### config.mk
export PLATFORM = sky130hd
export DESIGN_NAME = dmem_mmio_bridge
export DESIGN_NICKNAME = d
export VERILOG_FILES = /design/src/rtl/dmem_mmio_bridge.sv
export SDC_FILE = /design/constraint.sdc
export NUM_CORES = 1
export LEC_CHECK = 0
export ABC_CLOCK_PERIOD_IN_PS = 3660
export BUFFER_PORTS_ARGS = -buffer_cell sky130_fd_sc_hd__buf_4
export CAP_MARGIN = 0
export CORE_MARGIN = 5
export CORE_UTILIZATION = 45
export DETAILED_ROUTE_END_ITERATION = 6
export PLACE_DENSITY = 0.82
export SLEW_MARGIN = 20
export SYNTH_ARGS = -nofsm -noshare
export SYNTH_HDL_FRONTEND = slang
export SYNTH_SLANG_ARGS = --single-unit
export TNS_END_PERCENT = 20
### constraint.sdc
create_clock -name clock -period 3.66 [get_ports clock]
set_input_delay 0.549 -clock clock [delete_from_list [all_inputs] [get_ports clock]]
set_output_delay 0.549 -clock clock [all_outputs]
set_load 0.01 [all_outputs]
### src/rtl/dmem_mmio_bridge.sv
// Data-memory / MMIO bridge: decodes a 16-word MMIO window into a byte TX FIFO, status and cycle counter.
// Optional feature: define MMIO_CYCLE_COUNTER_EN to build the free-running CYCLE register.
module dmem_mmio_bridge #(
    parameter logic [7:0] MMIO_BASE  = 8'hFF,
    parameter int         FIFO_DEPTH = 8
) (
    input  logic        clock,
    input  logic        reset,
    input  logic [11:0] address_dmem,
    input  logic [31:0] data,
    input  logic        wren,
    output logic [31:0] q_dmem,
    output logic [11:0] mem_address,
    output logic [31:0] mem_data,
    output logic        mem_wren,
    input  logic [31:0] mem_q,
    output logic [7:0]  tx_data,
    output logic        tx_valid,
    input  logic        tx_ready
);

    localparam int PTR_W = $clog2(FIFO_DEPTH);
    localparam int CNT_W = PTR_W + 1;

    logic             hit;
    logic [3:0]       offset;
    logic             push;
    logic             pop;
    logic             push_ok;
    logic             drop;
    logic             ovf_clear;
    logic             full;
    logic             empty;
    logic [PTR_W-1:0] wr_ptr_reg;
    logic [PTR_W-1:0] rd_ptr_reg;
    logic [CNT_W-1:0] cnt_reg;
    logic [CNT_W-1:0] cnt_next;
    logic             ovf_reg;
    logic             ovf_next;
    logic             sel_reg;
    logic [31:0]      rd_reg;
    logic [31:0]      rd_next;
    logic [31:0]      status_word;
    logic [31:0]      cycle_value;
    logic [7:0]       fifo_mem [FIFO_DEPTH];

    assign hit    = (address_dmem[11:4] == MMIO_BASE);
    assign offset = address_dmem[3:0];

    // The syncram always sees the raw address/data; only its write strobe is gated.
    assign mem_address = address_dmem;
    assign mem_data    = data;
    assign mem_wren    = wren & ~hit;

    assign full      = (cnt_reg == CNT_W'(FIFO_DEPTH));
    assign empty     = (cnt_reg == '0);
    assign push      = hit & wren & (offset == 4'd0);
    assign pop       = tx_valid & tx_ready;
    // Fullness is judged on the pre-edge count, so a simultaneous pop does not rescue the push.
    assign push_ok   = push & ~full;
    assign drop      = push & full;
    assign ovf_clear = hit & wren & (offset == 4'd1) & data[2];

    assign tx_valid = ~empty;
    assign tx_data  = fifo_mem[rd_ptr_reg];

    always_ff @(posedge clock) begin
        if (push_ok) begin
            fifo_mem[wr_ptr_reg] <= data[7:0];
        end
    end

    always_comb begin
        cnt_next = cnt_reg;
        case ({push_ok, pop})
            2'b10:   cnt_next = cnt_reg + CNT_W'(1);
            2'b01:   cnt_next = cnt_reg - CNT_W'(1);
            default: cnt_next = cnt_reg;
        endcase
    end

    // A drop on the same edge as a clear wins, so no overflow is ever lost.
    always_comb begin
        ovf_next = ovf_reg;
        if (drop) begin
            ovf_next = 1'b1;
        end else if (ovf_clear) begin
            ovf_next = 1'b0;
        end
    end

    always_ff @(posedge clock or posedge reset) begin
        if (reset) begin
            wr_ptr_reg <= '0;
            rd_ptr_reg <= '0;
            cnt_reg    <= '0;
            ovf_reg    <= 1'b0;
        end else begin
            if (push_ok) begin
                wr_ptr_reg <= wr_ptr_reg + PTR_W'(1);
            end
            if (pop) begin
                rd_ptr_reg <= rd_ptr_reg + PTR_W'(1);
            end
            cnt_reg <= cnt_next;
            ovf_reg <= ovf_next;
        end
    end

`ifdef MMIO_CYCLE_COUNTER_EN
    logic [31:0] cycle_reg;

    always_ff @(posedge clock or posedge reset) begin
        if (reset) begin
            cycle_reg <= '0;
        end else begin
            cycle_reg <= cycle_reg + 32'd1;
        end
    end

    assign cycle_value = cycle_reg;
`else
    assign cycle_value = '0;
`endif

    assign status_word = {16'h0000, {(8 - CNT_W){1'b0}}, cnt_reg, 5'b00000, ovf_reg, empty, full};

    always_comb begin
        rd_next = '0;
        case (offset)
            4'd1:    rd_next = status_word;
            4'd2:    rd_next = cycle_value;
            default: rd_next = '0;
        endcase
    end

    // Capture pre-edge register state to match the syncram's one-cycle read latency.
    always_ff @(posedge clock or posedge reset) begin
        if (reset) begin
            sel_reg <= 1'b0;
            rd_reg  <= '0;
        end else begin
            sel_reg <= hit;
            rd_reg  <= rd_next;
        end
    end

    assign q_dmem = sel_reg ? rd_reg : mem_q;

endmodule

== After elaboration in Yosys (flattened, before gate mapping) ==
Memories as Yosys holds them, arrays and structs flattened.
Cells that the tools add are included.
Word-level totals
  flip-flop bits (word level): 44
  bits in latches: 0
  memory bits (writable): 64
  bits in read-only memories: 0
  input bits: 80
  logic and storage cells: 38
  memories: 1
Operators by class
  add/sub/neg operators: 4
  multiply operators: 0
  div/mod/pow operators: 0
  $lt $le $gt $ge: 0
  equality and inequality tests: 5
  shift operators: 0
  muxes and demuxes: 7
  bitwise logic cells: 11
  reduce and logical (&&, ||, !) cells: 4
Memories
  fifo_mem: words 8, width 8, read ports 1, clocked after Yosys merged registers in 0, write ports 1, RTL line 45  | logic [7:0] fifo_mem [FIFO_DEPTH];
Operator list (number)
  two-way mux 32 bit: 1
  two-way mux 12 bit: 1
  bitwise AND 1 bit: 8
  == test 8 bit (second input constant): 1
  zero test 4 bit: 2
  one-hot mux 4 bit (2 select lines): 1
  adder 3 x 1 -> 3 bit (second input constant): 2
  adder 4 x 1 -> 4 bit (second input constant): 1
  == test 4 x 1 -> 1 bit (second input constant): 1
  == test 4 bit (second input constant): 1
  two-way mux 1 bit: 4
  nonzero test 2 bit: 2
  subtractor 4 x 1 -> 4 bit (second input constant): 1
  NOT 1 bit: 3
  == test 2 x 1 -> 1 bit (second input constant): 1
  == test 2 bit (second input constant): 1

== Longest topological paths before layout ==
  depth after elaboration: 6
  gate-level depth with buffers: 12
  mapped depth without buffers: 11

== Worst setup path after synthesis ==
Ideal clock, no wire load.
  kind: input to register
  start: in address_dmem[1]
  end: reg cnt_reg[2]
  arrival: 2445 ps
  path slack: 1089 ps
  stages: 10
  buffers on the path: 0
  cell sequence: or4b_4 > nor3_4 > nand2_2 > ha_1 > xor2_1 > ha_1 > a21oi_1 > xor2_1 > nor2_1 > xor2_1
Between the ends
  longest elaborated chain between the ends: 5
  elaborated cells between the ends (all ways): 7
Ends and longest elaborated chain
  from (decl): RTL line 9  | input logic [11:0] address_dmem,
  zero test 4 bit (*): RTL line 57  | assign push = hit & wren & (offset == 4'd0);
  bitwise AND 1 bit (*): RTL line 57
  bitwise AND 1 bit (*): RTL line 60  | assign push_ok = push & ~full;
  == test 2 x 1 -> 1 bit or == test 2 bit (tied branches): RTL line 75  | case ({push_ok, pop})
  one-hot mux 4 bit (2 select lines) or nonzero test 2 bit (tied branches)
  to (signal assigned): RTL line 105  | cnt_reg <= cnt_next;
  to (decl): RTL line 36  | logic [CNT_W-1:0] cnt_reg;
Mark *: on every way between the ends. The rest lies on a longest branch, timed or not.
A chain may end at the register's enable or synchronous reset.

== Worst setup path in the final report ==
  start: reg rd_ptr_reg[0]
  end: out tx_data[3]
Between the ends
  longest elaborated chain between the ends: 1
Ends and longest elaborated chain
  from (decl): RTL line 35  | logic [PTR_W-1:0] rd_ptr_reg;
  from (signal assigned): RTL line 103  | rd_ptr_reg <= rd_ptr_reg + PTR_W'(1);
  memory (8 x 8 bit)
  to (decl): RTL line 17  | output logic [7:0] tx_data,
No other way between the ends.

==> impl_metrics.py <==
metrics = {
    "critical_path": {
        "critPathTopFamily": "multiplexers",
        "crit_path_frequent_cell": "buf_4",
        "worstPathRequired_ps": 3110,
        "cp_max_fo": 16,
        "cpPeakStageDelay_ps": 560,
        "start_kind": "flop",
        "critical_path_class": "reg -> out",
        "cp_cell_sequence": "buf_4, mux4_2, mux2_2, buf_4",
        "cp.buffers_inverters": 2,
        "crit_path_top_delay_cell": "mux4_2",
        "critPathArrivalTime_ps": 2060,
        "critPathCaptureType": "primary output",
    },
    "hold_path": {
        "hold_class": "in -> async",
    },
    "yosys": {
        "synth_nets": 345,
        "synth-seq-cells": 83,
        "syn_inst": 260,
        "synth_top_area_share_pct": 49.1,
        "yosysWarnings": 0,
        "yosys.area.top_type": "edfxtp_1",
        "avgSynthCellArea_um2": 15.1,
        "synth_edf_count": 64,
        "synth_top_family_by_area": "multiplexers",
        "synth_area_mm2": 0.00392,
        "yosys.area_share.simple_pct": 9.81,
        "synth_most_common_cell": "edfxtp_1",
        "synthXorXnorAreaFrac_pct": 2.01,
        "seq_area_frac_synth_pct": 61.2,
        "synth.distinct_cells": 33,
        "synth.top_cells.by_count": "edfxtp_1, buf_4, nor2b_1",
        "muxShareOfSynthArea_pct": 14.5,
        "synth_ff_type": "edfxtp_1",
        "async_flop_share_pct": 22.9,
        "synthAdderAreaFrac_pct": 1.60,
        "synth_compound_gate_area_share_pct": 1.18,
        "synthTopCellsByArea": "edfxtp_1, dfrtp_1, mux4_2, buf_4, mux2_2",
    },
    "layout": {
        "syn2layout_area_growth_pct": 21.5,
        "final_area_mm2": 0.00476,
        "nets": 425,
        "final_cells": 453,
        "post-route-util_pct": 55.4,
        "antenna_cells": 0,
        "drive_gt1_share_pct": 49.9,
        "largest_register_ffs": 64,
        "fillers": 722,
    },
    "grt": {
        "grt_start_max_net_pins": 33,
        "grt_antenna_before_repair": 0,
        "grt_pass1_vias": 2355,
        "overflow": 0,
        "grt_pass1_wl_um": 13400,
        "grt.total_usage_pct": 17.2,
    },
    "floorplan": {
        "core.rowCount": 34,
        "die_w_um": 103,
        "start_util_pct": 45.6,
        "fp.dieArea_mm2": 0.0107,
        "ioPinCount": 166,
        "dieHeight_um": 103,
        "coreArea_mm2": 0.00859,
    },
    "placed_design": {
        "pre_cts_slack_ps": 735,
        "portBuffers": 117,
        "gp_congestion": 1.07,
        "place_inst": 437,
        "hpwl_um": 6580,
        "postPlaceCellArea_mm2": 0.00460,
    },
    "clock_network": {
        "cts_max_level": 3,
        "numClockSinks": 83,
        "clk_path_buf_depth": 2,
        "clkTransAtPathRegs_ps": 80,
        "post_cts_buffers": 0,
        "clk_latency_ps": 340,
        "cts_tree": "built",
        "cts_resized": 0,
        "cts-root-buf": "clkbuf_8",
        "cts_buffers": 9,
        "postCtsHoldBufs": 0,
    },
    "timing": {
        "tns_ps": 0,
        "rsz0062_at_grt": "false",
        "layout_setup_ws_ps": 1050,
        "fmax_mhz": 383,
        "finalSetupViolCount": 0,
        "worst_clock_skew_ps": 6.45,
        "slew_viol_final": 0,
        "post-route-period-util_pct": 71.3,
        "finalCriticalPeriod_ps": 2610,
        "slew-limit-headroom_pct": 31.1,
        "worstMarginPinSlew_ps": 1030,
        "hold_viol_final": 0,
    },
    "drt": {
        "drt-initial-drc-count": 195,
        "avgRoutedWirePerCell_um": 18.9,
        "routed_wirelength_um": 8580,
        "firstDrtPassIters": 4,
        "vias_per_cell": 5.00,
        "dr_total_vias": 2267,
        "drc": 0,
        "ant_nets": 0,
    },
    "power_and_ir_drop": {
        "powerDensity_mw_per_mm2": 521,
        "p_leak_uw": 0.00192,
        "ir_worst_vdd_uv": 250,
    },
    "status": {
        "status": "finished, final reports clean",
    },
    "run": {
        "drv_cap": 0,
    },
}
## stage by stage
stage | hold slack (ps) | total power, µW
after global routing | 355 | 2630
final | 316 | 2480
after global placement | 481 | 1950
after floorplan | 468 | 1710
after detailed placement | 493 | 1970
after CTS | 322 | 2510
## layer usage
| metal | global-route usage, % | vias to the layer above | share of wire (%) |
|---|---|---|---|
| met5 | 0 | - | 0 |
| met4 | 6.67 | 0 | 1.8 |
| met3 | 3.02 | 11 | 5.2 |
| met2 | 27.8 | 68 | 52 |
| met1 | 23.3 | 1134 | 41 |
| li1 | - | 1054 | - |
## where the power goes
part	leakage, µW	internal [µW]	switching, µW
Sequential	0.000824	1060	111
Clock	0.0000813	249	304
Combinational	0.00102	464	294
Total	0.00192	1770	709
## kinds of logic after synthesis
kind of cell,count (synthesis)
DFF,83
and+or+nand+nor,66
buffers and inverters,56
muxes,34
xor gates and xnor gates,9
AOI/OAI and AO/OA,7
adders and majority gates,5
## cells in the final DEF (no fill, tap or decap), types with 2 or more instances in the layout
| master | Yosys | routed |
|---|---|---|
| a21oi_1 | 2 | 2 |
| and3_1 | 5 | 5 |
| buf_4 | 45 | 122 |
| clkbuf_1 | 4 | 3 |
| clkbuf_8 | 0 | 9 |
| dfrtp_1 | 19 | 19 |
| edfxtp_1 | 64 | 64 |
| ha_1 | 5 | 5 |
| inv_1 | 3 | 3 |
| mux2_2 | 17 | 17 |
| mux4_2 | 16 | 16 |
| nand2_1 | 5 | 5 |
| nand2b_1 | 4 | 4 |
| nand3_1 | 3 | 3 |
| nand4_1 | 2 | 2 |
| nor2_1 | 11 | 11 |
| nor2b_1 | 27 | 27 |
| nor3_1 | 4 | 4 |
| xnor2_1 | 6 | 6 |
| xor2_1 | 3 | 3 |
## path summary, 6_finish.rpt
check | from | to | slack [ps] | cells past startpoint
setup / recovery | rd_ptr_reg[0] | tx_data[3] | 1050 | 4
hold / removal | reset | rd_ptr_reg[2] | 320 | 2
setup reg to reg | cnt_reg[1] | cnt_reg[2] | 1090 | 11
hold reg to reg | ovf_reg | ovf_reg | 510 | 1
max in group asynchronous | reset | wr_ptr_reg[1] | 2910 | 2
min in group clock | data[7] | fifo_mem[3][7] | 450 | 1
## final cells by class
| cell class | instances | area (µm²) | share of cell area, % |
|---|---|---|---|
| Inverter | 3 | 11.3 | 0.237 |
| Tap cell | 108 | 135 | 2.84 |
| Timing Repair Buffer | 122 | 916 | 19.2 |
| Sequential cell | 83 | 2400 | 50.4 |
| Multi-Input combinational cell | 121 | 1140 | 23.9 |
| Clock inverter | 4 | 27.5 | 0.578 |
| Clock buffer | 12 | 135 | 2.84 |
## worst reg2reg max path, cell delays in order, from the launching register on
cell	delay, ps
dfrtp_1	460
nor3_1	340
nand2b_1	180
nand2_1	180
inv_1	90
ha_1	270
xor2_1	160
ha_1	180
a21oi_1	170
xor2_1	200
nor2_1	70
xor2_1	140
(Power assumes the default switching activity.)
